## src/rtl/core_pkg.sv

```systemverilog
// Shared encodings for the core's hazard and forwarding logic.
package core_pkg;

    localparam logic [1:0] FWD_RF  = 2'b00;
    localparam logic [1:0] FWD_WB  = 2'b01;
    localparam logic [1:0] FWD_MEM = 2'b10;

    typedef struct packed {
        logic md;
        logic ctrl;
        logic load;
    } stall_cause_t;

endpackage

```

## src/rtl/md_busy_tracker.sv

```systemverilog
// Tracks the multi-cycle MUL/DIV unit: busy for MD_LAT cycles after an accepted start.
module md_busy_tracker #(
    parameter int MD_LAT = 32
) (
    input  logic clk,
    input  logic rst_n,
    input  logic start,
    output logic md_busy
);

    localparam int CW = $clog2(MD_LAT + 1);
    localparam logic [CW-1:0] LAT = CW'(MD_LAT);

    logic [CW-1:0] md_cnt;

    always_ff @(posedge clk or negedge rst_n) begin
        if (!rst_n) begin
            md_cnt <= '0;
        end else if (start) begin
            md_cnt <= LAT;
        end else if (md_cnt != '0) begin
            md_cnt <= md_cnt - CW'(1);
        end
    end

    assign md_busy = (md_cnt != '0);

endmodule

```

## src/rtl/hazard_scoreboard.sv

```systemverilog
// Hazard/forwarding unit for the 5-stage core with MUL/DIV tracking
// and perf counters for stall cycles and last stall cause.
module hazard_scoreboard
    import core_pkg::*;
#(
    parameter int AW     = 5,
    parameter int MD_LAT = 32,
    parameter int CNT_W  = 32
) (
    input  logic             clk,
    input  logic             rst_n,
    input  logic [AW-1:0]    rs_d,
    input  logic [AW-1:0]    rt_d,
    input  logic             branch_d,
    input  logic             jr_d,
    input  logic             md_start_d,
    input  logic             mfhilo_d,
    input  logic [AW-1:0]    rs_e,
    input  logic [AW-1:0]    rt_e,
    input  logic [AW-1:0]    wa_e,
    input  logic             we_e,
    input  logic             load_e,
    input  logic [AW-1:0]    wa_m,
    input  logic             we_m,
    input  logic             load_m,
    input  logic [AW-1:0]    wa_w,
    input  logic             we_w,
    output logic             stall_f,
    output logic             stall_d,
    output logic             flush_e,
    output logic [1:0]       forward_ae,
    output logic [1:0]       forward_be,
    output logic             forward_ad,
    output logic             forward_bd,
    output logic             md_busy,
    output logic [CNT_W-1:0] stall_cnt,
    output logic [2:0]       stall_cause
);

    logic         rs_nz, rt_nz;
    logic         rs_used, rt_used;
    logic         load_stall, ctrl_stall, md_stall, stall;
    logic         ctrl_e_hit, ctrl_m_hit;
    stall_cause_t cause_q;

    function automatic logic [1:0] fwd_sel(
        input logic [AW-1:0] src,
        input logic [AW-1:0] am,
        input logic          wm,
        input logic [AW-1:0] aw,
        input logic          ww
    );
        logic [1:0] sel;
        sel = FWD_RF;
        if (src != '0 && src == am && wm) begin
            sel = FWD_MEM;
        end else if (src != '0 && src == aw && ww) begin
            sel = FWD_WB;
        end
        return sel;
    endfunction

    assign forward_ae = fwd_sel(rs_e, wa_m, we_m, wa_w, we_w);
    assign forward_be = fwd_sel(rt_e, wa_m, we_m, wa_w, we_w);

    // Loads in MEM cannot forward to decode: data arrives too late.
    assign forward_ad = (rs_d != '0) && (rs_d == wa_m) && we_m && !load_m;
    assign forward_bd = (rt_d != '0) && (rt_d == wa_m) && we_m && !load_m;

    assign rs_nz   = (rs_d != '0);
    assign rt_nz   = (rt_d != '0);
    assign rs_used = branch_d | jr_d;
    assign rt_used = branch_d;

    assign load_stall = load_e && (wa_e != '0) &&
                        ((rs_nz && wa_e == rs_d) || (rt_nz && wa_e == rt_d));

    assign ctrl_e_hit = we_e &&
                        ((rs_used && rs_nz && wa_e == rs_d) ||
                         (rt_used && rt_nz && wa_e == rt_d));
    assign ctrl_m_hit = load_m &&
                        ((rs_used && rs_nz && wa_m == rs_d) ||
                         (rt_used && rt_nz && wa_m == rt_d));
    assign ctrl_stall = (branch_d | jr_d) && (ctrl_e_hit || ctrl_m_hit);

    assign md_stall = md_busy && (mfhilo_d || md_start_d);

    assign stall   = load_stall | ctrl_stall | md_stall;
    assign stall_f = stall;
    assign stall_d = stall;
    assign flush_e = stall;

    md_busy_tracker #(
        .MD_LAT (MD_LAT)
    ) u_md (
        .clk     (clk),
        .rst_n   (rst_n),
        .start   (md_start_d && !stall),
        .md_busy (md_busy)
    );

    always_ff @(posedge clk or negedge rst_n) begin
        if (!rst_n) begin
            stall_cnt <= '0;
            cause_q   <= '0;
        end else if (stall) begin
            if (stall_cnt != '1) begin
                stall_cnt <= stall_cnt + CNT_W'(1);
            end
            cause_q <= '{md: md_stall, ctrl: ctrl_stall, load: load_stall};
        end
    end

    assign stall_cause = cause_q;

endmodule

```

## config.mk

```make
export PLATFORM = sky130hd
export DESIGN_NAME = hazard_scoreboard
export DESIGN_NICKNAME = d
export VERILOG_FILES = /design/src/rtl/core_pkg.sv /design/src/rtl/md_busy_tracker.sv /design/src/rtl/hazard_scoreboard.sv
export SDC_FILE = /design/constraint.sdc
export NUM_CORES = 1
export LEC_CHECK = 0
export CAP_MARGIN = 20
export CORE_MARGIN = 1.5
export CORE_UTILIZATION = 46
export DETAILED_ROUTE_END_ITERATION = 16
export MAX_ROUTING_LAYER = met4
export PLACE_DENSITY = 0.81
export REMOVE_ABC_BUFFERS = 1
export SETUP_SLACK_MARGIN = 0.2
export SYNTH_ARGS = -nofsm -noshare
export SYNTH_HDL_FRONTEND = slang
export SYNTH_SLANG_ARGS = --single-unit
```

## constraint.sdc

```tcl
create_clock -name clk -period 2.8 [get_ports clk]
set_input_delay 0.56 -clock clk [delete_from_list [all_inputs] [get_ports clk]]
set_output_delay 0.56 -clock clk [all_outputs]
set_load 0.005 [all_outputs]
```

==> impl_results.md, run 1 <==
- Initial cell density of the core: 0.478
- Data arrival, critical path: 2.04 ns
- Post-CTS Hold Fix Bufs: 0
- Crit path kind: in -> out
- Area leader, netlist: dfrtp_1
- Post-DP HPWL: 5220 µm
- Drt wl/cell: 15.2 µm
- Slowest CP cell: o221a_1
- Final hold viol count: 0
- Buffers on Ports: 90
- Synth top cells by count: xor2_1 (42), dfrtp_1 (41), xnor2_1 (29)
- Final wirelength: 7270 µm
- DRT Pass-1 Iters: 4
- CP peak stage delay: 0.30 ns
- Total power: 1.89 mW
- Initial drt markers: 105
- LEAKAGE: 1.83 nW
- Sequential area share after synthesis: 0.390
- Post-layout nets: 454
- Flops & latches, synth: 41
- Core Region: 5510 µm²
- Crit Path Max Fanout: 3
- Worst EP required: 2.24 ns
- Period minus WS final: 2.60 ns
- Max_cap viols: 0
- Setup TNS: 0 ns
- Ant. Diodes: 0
- Row Count: 27
- Initial antenna violation count: 0
- I/O pin count: 91
- Die Height: 78.6 µm
- Largest net degree at the start of global routing: 42
- Clock Latency Late Sink: 0.28 ns
- Cells after Synth: 270
- CP Launch Type: primary input
- Filler cell count: 400
- Fin crit share: 0.928
- Distinct cell type count after synthesis: 40
- Most frequent cell after synthesis: xor2_1
- Syn avg cell area: 9.75 µm²
- Synthesized cell area: 2630 µm²
- Final Skew: 0.00635 ns
- Clock root buffer: clkbuf_8
- Layout cells sized above 1: 0.273
- Post-route ant nets: 0
- Worst path most repeated cell: buf_6
- Yosys warns: 0
- First-pass GRT wire length: 11600 µm
- Drt drc: 0
- Final setup fails: 0
- Final core occ: 0.736
- RSZ-0062 raised after global routing: true
- Max VDD drop: 0.357 mV
- Clock Pin Slew Worst Setup and Hold Paths: 0.07 ns
- Fmax: 385 MHz
- Maximum clock path buffer count: 2
- DR vias: 2589
- Clk sinks: 41
- Gr usage total: 0.240
- Worst slew margin: 0.407
- Worst Hold Class: in -> async
- Die area: 6180 µm²
- Synth top area share: 0.390
- CTS tree: built
- CTS buffer count: 5
- Status: completed
- Critical Path Sink Type: output pin
- Die span in x: 78.6 µm
- Routability-driven placement congestion ratio: 0.867
- Syn-to-layout area delta: 53.9%
- Async SR Flop Fraction: 1.00
- Slew @ Worst Pin: 0.890 ns
- Ys flop type: dfrtp_1
- Cell Pwr Density: 467 nW/µm²
- Critical-path cell list: buf_6, xor2_2, nor3_1, nand4_1, o221a_1, and3b_2, inv_2, buf_6, buf_2
- Vias in the first global route: 2573
- Htree depth: 2
- Post-synth EDFFs: 0
- Global route overflow: 0
- Slew Limit Fails: 0
- DR vias/cell: 5.41
- Synth top area cells: dfrtp_1 (39%), xor2_1 (14%), xnor2_1 (9.7%)
[power breakdown]
group / internal, mW / switching [mW]
Clock: 0.177 / 0.185
Sequential: 0.709 / 0.133
Combinational: 0.392 / 0.295
Total: 1.28 / 0.612
[routing by layer]
metal | part of all wire | track usage
met1 | 0.40 | 0.271
met3 | 0.069 | 0.0453
met4 | 0.017 | 0.0696
met2 | 0.52 | 0.428
met5 | 0 | -
[worst paths after layout]
| path | startpoint | depth (start not counted) | endpoint | slack [ns] |
|---|---|---|---|---|
| setup / recovery | wa_e[0] | 9 | stall_f | 0.20 |
| max in group asynchronous | rst_n | 1 | stall_cnt[21] | 1.84 |
| hold / removal | rst_n | 1 | stall_cnt[8] | 0.40 |
| hold reg to reg | stall_cause[0] | 1 | stall_cause[0] | 0.49 |
| min in group clk | stall_cause[0] | 1 | stall_cause[0] | 0.49 |
| setup reg to reg | u_md.md_cnt[1] | 14 | stall_cnt[1] | 0.32 |
[per-stage QoR]
step / cell area, µm² / hold slack [ns] / setup slack, ns / instances
after global routing: 4050 / 0.472 / 0.147 / 479
after CTS: 3960 / 0.423 / 0.145 / 474
after global placement: 3800 / 0.459 / -0.367 / 457
after floorplan: 2580 / 0.264 / -0.0629 / 264
final: 4050 / 0.397 / 0.202 / 479
after detailed placement: 3800 / 0.464 / -0.492 / 457
[cell families after synthesis]
| group | count (synthesis) | share of synthesized area |
|---|---|---|
| flops | 41 | 0.390 |
| fa+ha+maj | 2 | 0.00951 |
| buf+inv | 12 | 0.0266 |
| compound gates | 12 | 0.0309 |
| xor+xnor | 71 | 0.236 |
| simple gates | 129 | 0.295 |
| mux | 3 | 0.0119 |
[state kept, by name, indices dropped and copies added (netlist names)]
signal       cells
u_md.md_cnt      6
stall_cnt       32
stall_cause      3
[cell type report]
cell class | instances | area (µm²) | area share
timing repair buffer | 135 | 1160 | 0.286
multi-input combinational | 217 | 1670 | 0.413
clock buffer | 8 | 80.1 | 0.0198
inverter | 6 | 22.5 | 0.00556
tap | 72 | 90.1 | 0.0222
sequential | 41 | 1030 | 0.253
[worst max-delay path, delay by kind of cell]
family,cells,cell delay [ns]
AO/OA/AOI/OAI,1,0.30
XOR/XNOR,1,0.16
AND/OR/NAND/NOR,3,0.59
buffers and inverters,4,0.41
[cell usage in the layout (no fill, tap or decap), drive strengths merged, types with 4 or more instances in the layout]
cell	n
nand4	13
o21ai	4
nor2	17
nand3	21
nor4	10
dfrtp	41
clkdlybuf4s50	51
dlygate4sd2	9
and3	7
nor4b	4
or3	4
nand2	19
nor3	19
xnor2	29
buf	61
xor2	42
and2	4
clkbuf	16
inv	6
[what timing repair did]
action                     4_1_cts  5_1_grt
setup endpoints to repair       24       10
buffers inserted                 9        5
gates resized for setup        100       44
pin swaps                       22       24
Power figures use the tool's default switching activity.
==> inputs of run 2 (changes only) <==
- CTS_BUF_LIST: default -> sky130_fd_sc_hd__clkbuf_4 sky130_fd_sc_hd__clkbuf_8 sky130_fd_sc_hd__clkbuf_16
==> run 2 against run 1 <==
Compared with the run above:
- power increased by 1.3%
- setup slack worse by 0.0042 ns
- critical endpoint unchanged
- sequential share of layout area is 0.070 points lower
- largest cell class unchanged
- routed wire length shrank 0.34%
- clock skew is 0.00059 ns lower
- maximum frequency decreased by 0.16%
- clock power up 7.5%
==> impl_results.md, run 2 (synthesized netlist as in run 1, its figures left out) <==
- Status: completed
- Largest net degree at the start of global routing: 42 (unchanged)
- Global route overflow: 0 (unchanged)
- CP peak stage delay: 0.30 ns (about the same)
- Vias in the first global route: 2572 (-0.039%)
- Register Area: 1030 µm² (unchanged)
- Final wirelength: 7240 µm (-0.34%)
- First-pass GRT wire length: 11600 µm (+0.18%)
- Sw power: 608 µW (-0.69%)
- Drt wl/cell: 15.1 µm (-0.34%)
- Area of the multi-input gates: 1670 µm² (unchanged)
- Slew Limit Fails: 0 (unchanged)
- Gr usage total: 0.240 (+0.000507)
- Clk sinks: 41 (unchanged)
- Sequential Power Share: 0.438 (-0.007)
- Total power: 1.92 mW (+1.3%)
- Crit path kind: in -> out
- Die Height: 78.6 µm (unchanged)
- CTS tree: built
- Clk pwr share: 0.203 (+0.012)
- DRT Pass-1 Iters: 4 (unchanged)
- Worst reg2reg path depth: 14 (unchanged)
- Worst Hold Class: in -> async
- LEAKAGE: 1.84 nW (+0.56%)
- Crit Path Max Fanout: 3 (unchanged)
- Max VDD drop: 0.355 mV (-0.54%)
- Worst slew margin: 0.407 (about the same)
- Post-CTS Hold Fix Bufs: 0 (unchanged)
- I/O pin count: 91 (unchanged)
- R2R setup slack: 0.32 ns (about the same)
- Clock Latency Late Sink: 0.28 ns (about the same)
- Most common cell after layout, fill and taps aside: clkdlybuf4s50_1
- Clock Pin Slew Worst Setup and Hold Paths: 0.07 ns (about the same)
- Period minus WS final: 2.60 ns (+0.00424 ns)
- Worst EP required: 2.24 ns (about the same)
- Max_cap viols: 0 (unchanged)
- Drt drc: 0 (unchanged)
- Final setup fails: 0 (unchanged)
- Combinational Power Share: 0.359 (-0.005)
- Buffers on Ports: 90 (unchanged)
- Critical R2R Capture: stall_cnt[1]
- Filler cell count: 395 (-1.3%)
- Worst path most repeated cell: buf_6
- Post-route ant nets: 0 (unchanged)
- Worst R2R Start: u_md.md_cnt[1]
- Wire length on met1: 2880 µm (-0.35%)
- Data arrival, critical path: 2.04 ns (about the same)
- Post-layout nets: 454 (unchanged)
- Met3 wire len: 474 µm (-5.2%)
- Die area: 6180 µm² (unchanged)
- Htree depth: 2 (unchanged)
- Setup TNS: 0 ns (unchanged)
- DR WL met2: 3740 µm (-0.19%)
- DR vias: 2574 (-0.58%)
- Biggest register: stall_cnt
- Slew @ Worst Pin: 0.890 ns (+0.0000656 ns)
- Final hold viol count: 0 (unchanged)
- CP bufs+invs: 4 (unchanged)
- Final Skew: 0.00576 ns (-0.000591 ns)
- Critical-path cell list: buf_6, xor2_2, nor3_1, nand4_1, o221a_1, and3b_2, inv_2, buf_6, buf_2
- CP Launch Type: primary input
- Worst path depth: 9 (unchanged)
- Cell family with most CP delay: simple AND/OR/NAND/NOR gates
- RSZ-0062 raised after global routing: true
- Syn-to-layout area delta: 54.4%
- Top sig layer: met4
- Row Count: 27 (unchanged)
- Core Region: 5510 µm² (unchanged)
- Max reg flops: 32 (unchanged)
- DR vias/cell: 5.37 (-0.58%)
- Critical Path Sink Type: output pin
- Initial antenna violation count: 0 (unchanged)
- Initial cell density of the core: 0.478 (unchanged)
- Fin crit share: 0.929 (+0.00151)
- Sw frac: 0.318 (-0.00641)
- Internal power: 1.31 mW (+2.3%)
- Routability-driven placement congestion ratio: 0.867 (unchanged)
- Ant. Diodes: 0 (unchanged)
- Initial drt markers: 96 (-8.6%)
- Layout cells sized above 1: 0.280 (+0.00737)
- CTS buffer count: 5 (unchanged)
- Fmax: 384 MHz (-0.16%)
- Die span in x: 78.6 µm (unchanged)
- Clock root buffer: clkbuf_8
- Cell Pwr Density: 472 nW/µm² (+1.0%)
- Maximum clock path buffer count: 2 (unchanged)
- Post-DP HPWL: 5220 µm (unchanged)
- Commonest cells after routing, fill and taps aside: clkdlybuf4s50_1 (51), buf_4 (43), dfrtp_1 (41)
- Slowest CP cell: o221a_1
## run 2: worst register-to-register path, stage by stage, from the launching register on
cell	delay [ns]
dfrtp_1	0.39
inv_1	0.10
ha_4	0.15
nand2_1	0.09
nor3_2	0.22
inv_2	0.10
o21ai_2	0.09
and3b_2	0.22
inv_2	0.06
buf_6	0.12
buf_4	0.12
buf_4	0.12
buf_4	0.17
nand2_2	0.08
mux2_1	0.32
## run 2: power groups by stage
stage | Combinational, mW | Sequential, mW | Clock [mW]
2_1_floorplan | 0.288 | 0.824 | 0
3_3_place_gp | 0.610 | 0.836 | 0
3_5_place_dp | 0.634 | 0.845 | 0
4_1_cts | 0.646 | 0.835 | 0.400
5_1_grt | 0.749 | 0.858 | 0.430
6_report | 0.687 | 0.839 | 0.389
## run 2: how the worst max path moves through the flow
stage / start / end / slack, ns
after floorplan: wa_e[1] / stall_cnt[1] / -0.06
after global placement: wa_e[1] / flush_e / -0.37
after detailed placement: wa_e[3] / stall_f / -0.49
after CTS: wa_e[3] / stall_f / 0.14
after global routing: wa_e[0] / stall_f / 0.15
final: wa_e[0] / stall_f / 0.20
## run 2: area by class of cell
cell class,instances,area share
multi-input combinational,217,0.412
timing repair buffer,135,0.286
tap,72,0.0222
sequential,41,0.253
inverter,6,0.00555
clock buffer,8,0.0225
## run 2: repair_timing
action,CTS,global route
buffers inserted,9,5
endpoints found under the setup margin,24,10
resized for setup,100,44
pin swaps,22,24
## run 2: metal layers
layer  track usage  vias to the layer above
met5             -                        -
met4        0.0696                        0
met3        0.0453                       19
met2         0.428                      119
met1         0.273                     1218
li1              -                     1218
## run 2: stage by stage
step,cell area (µm²),utilization,hold slack [ns],worst slack [ns],cells
4_1_cts,3980,0.722,0.422,0.145,474
6_report,4060,0.738,0.397,0.198,479
3_3_place_gp,3800,0.691,0.459,-0.367,457
5_1_grt,4060,0.738,0.469,0.147,479
3_5_place_dp,3800,0.691,0.464,-0.492,457
2_1_floorplan,2580,-,0.264,-0.0629,264
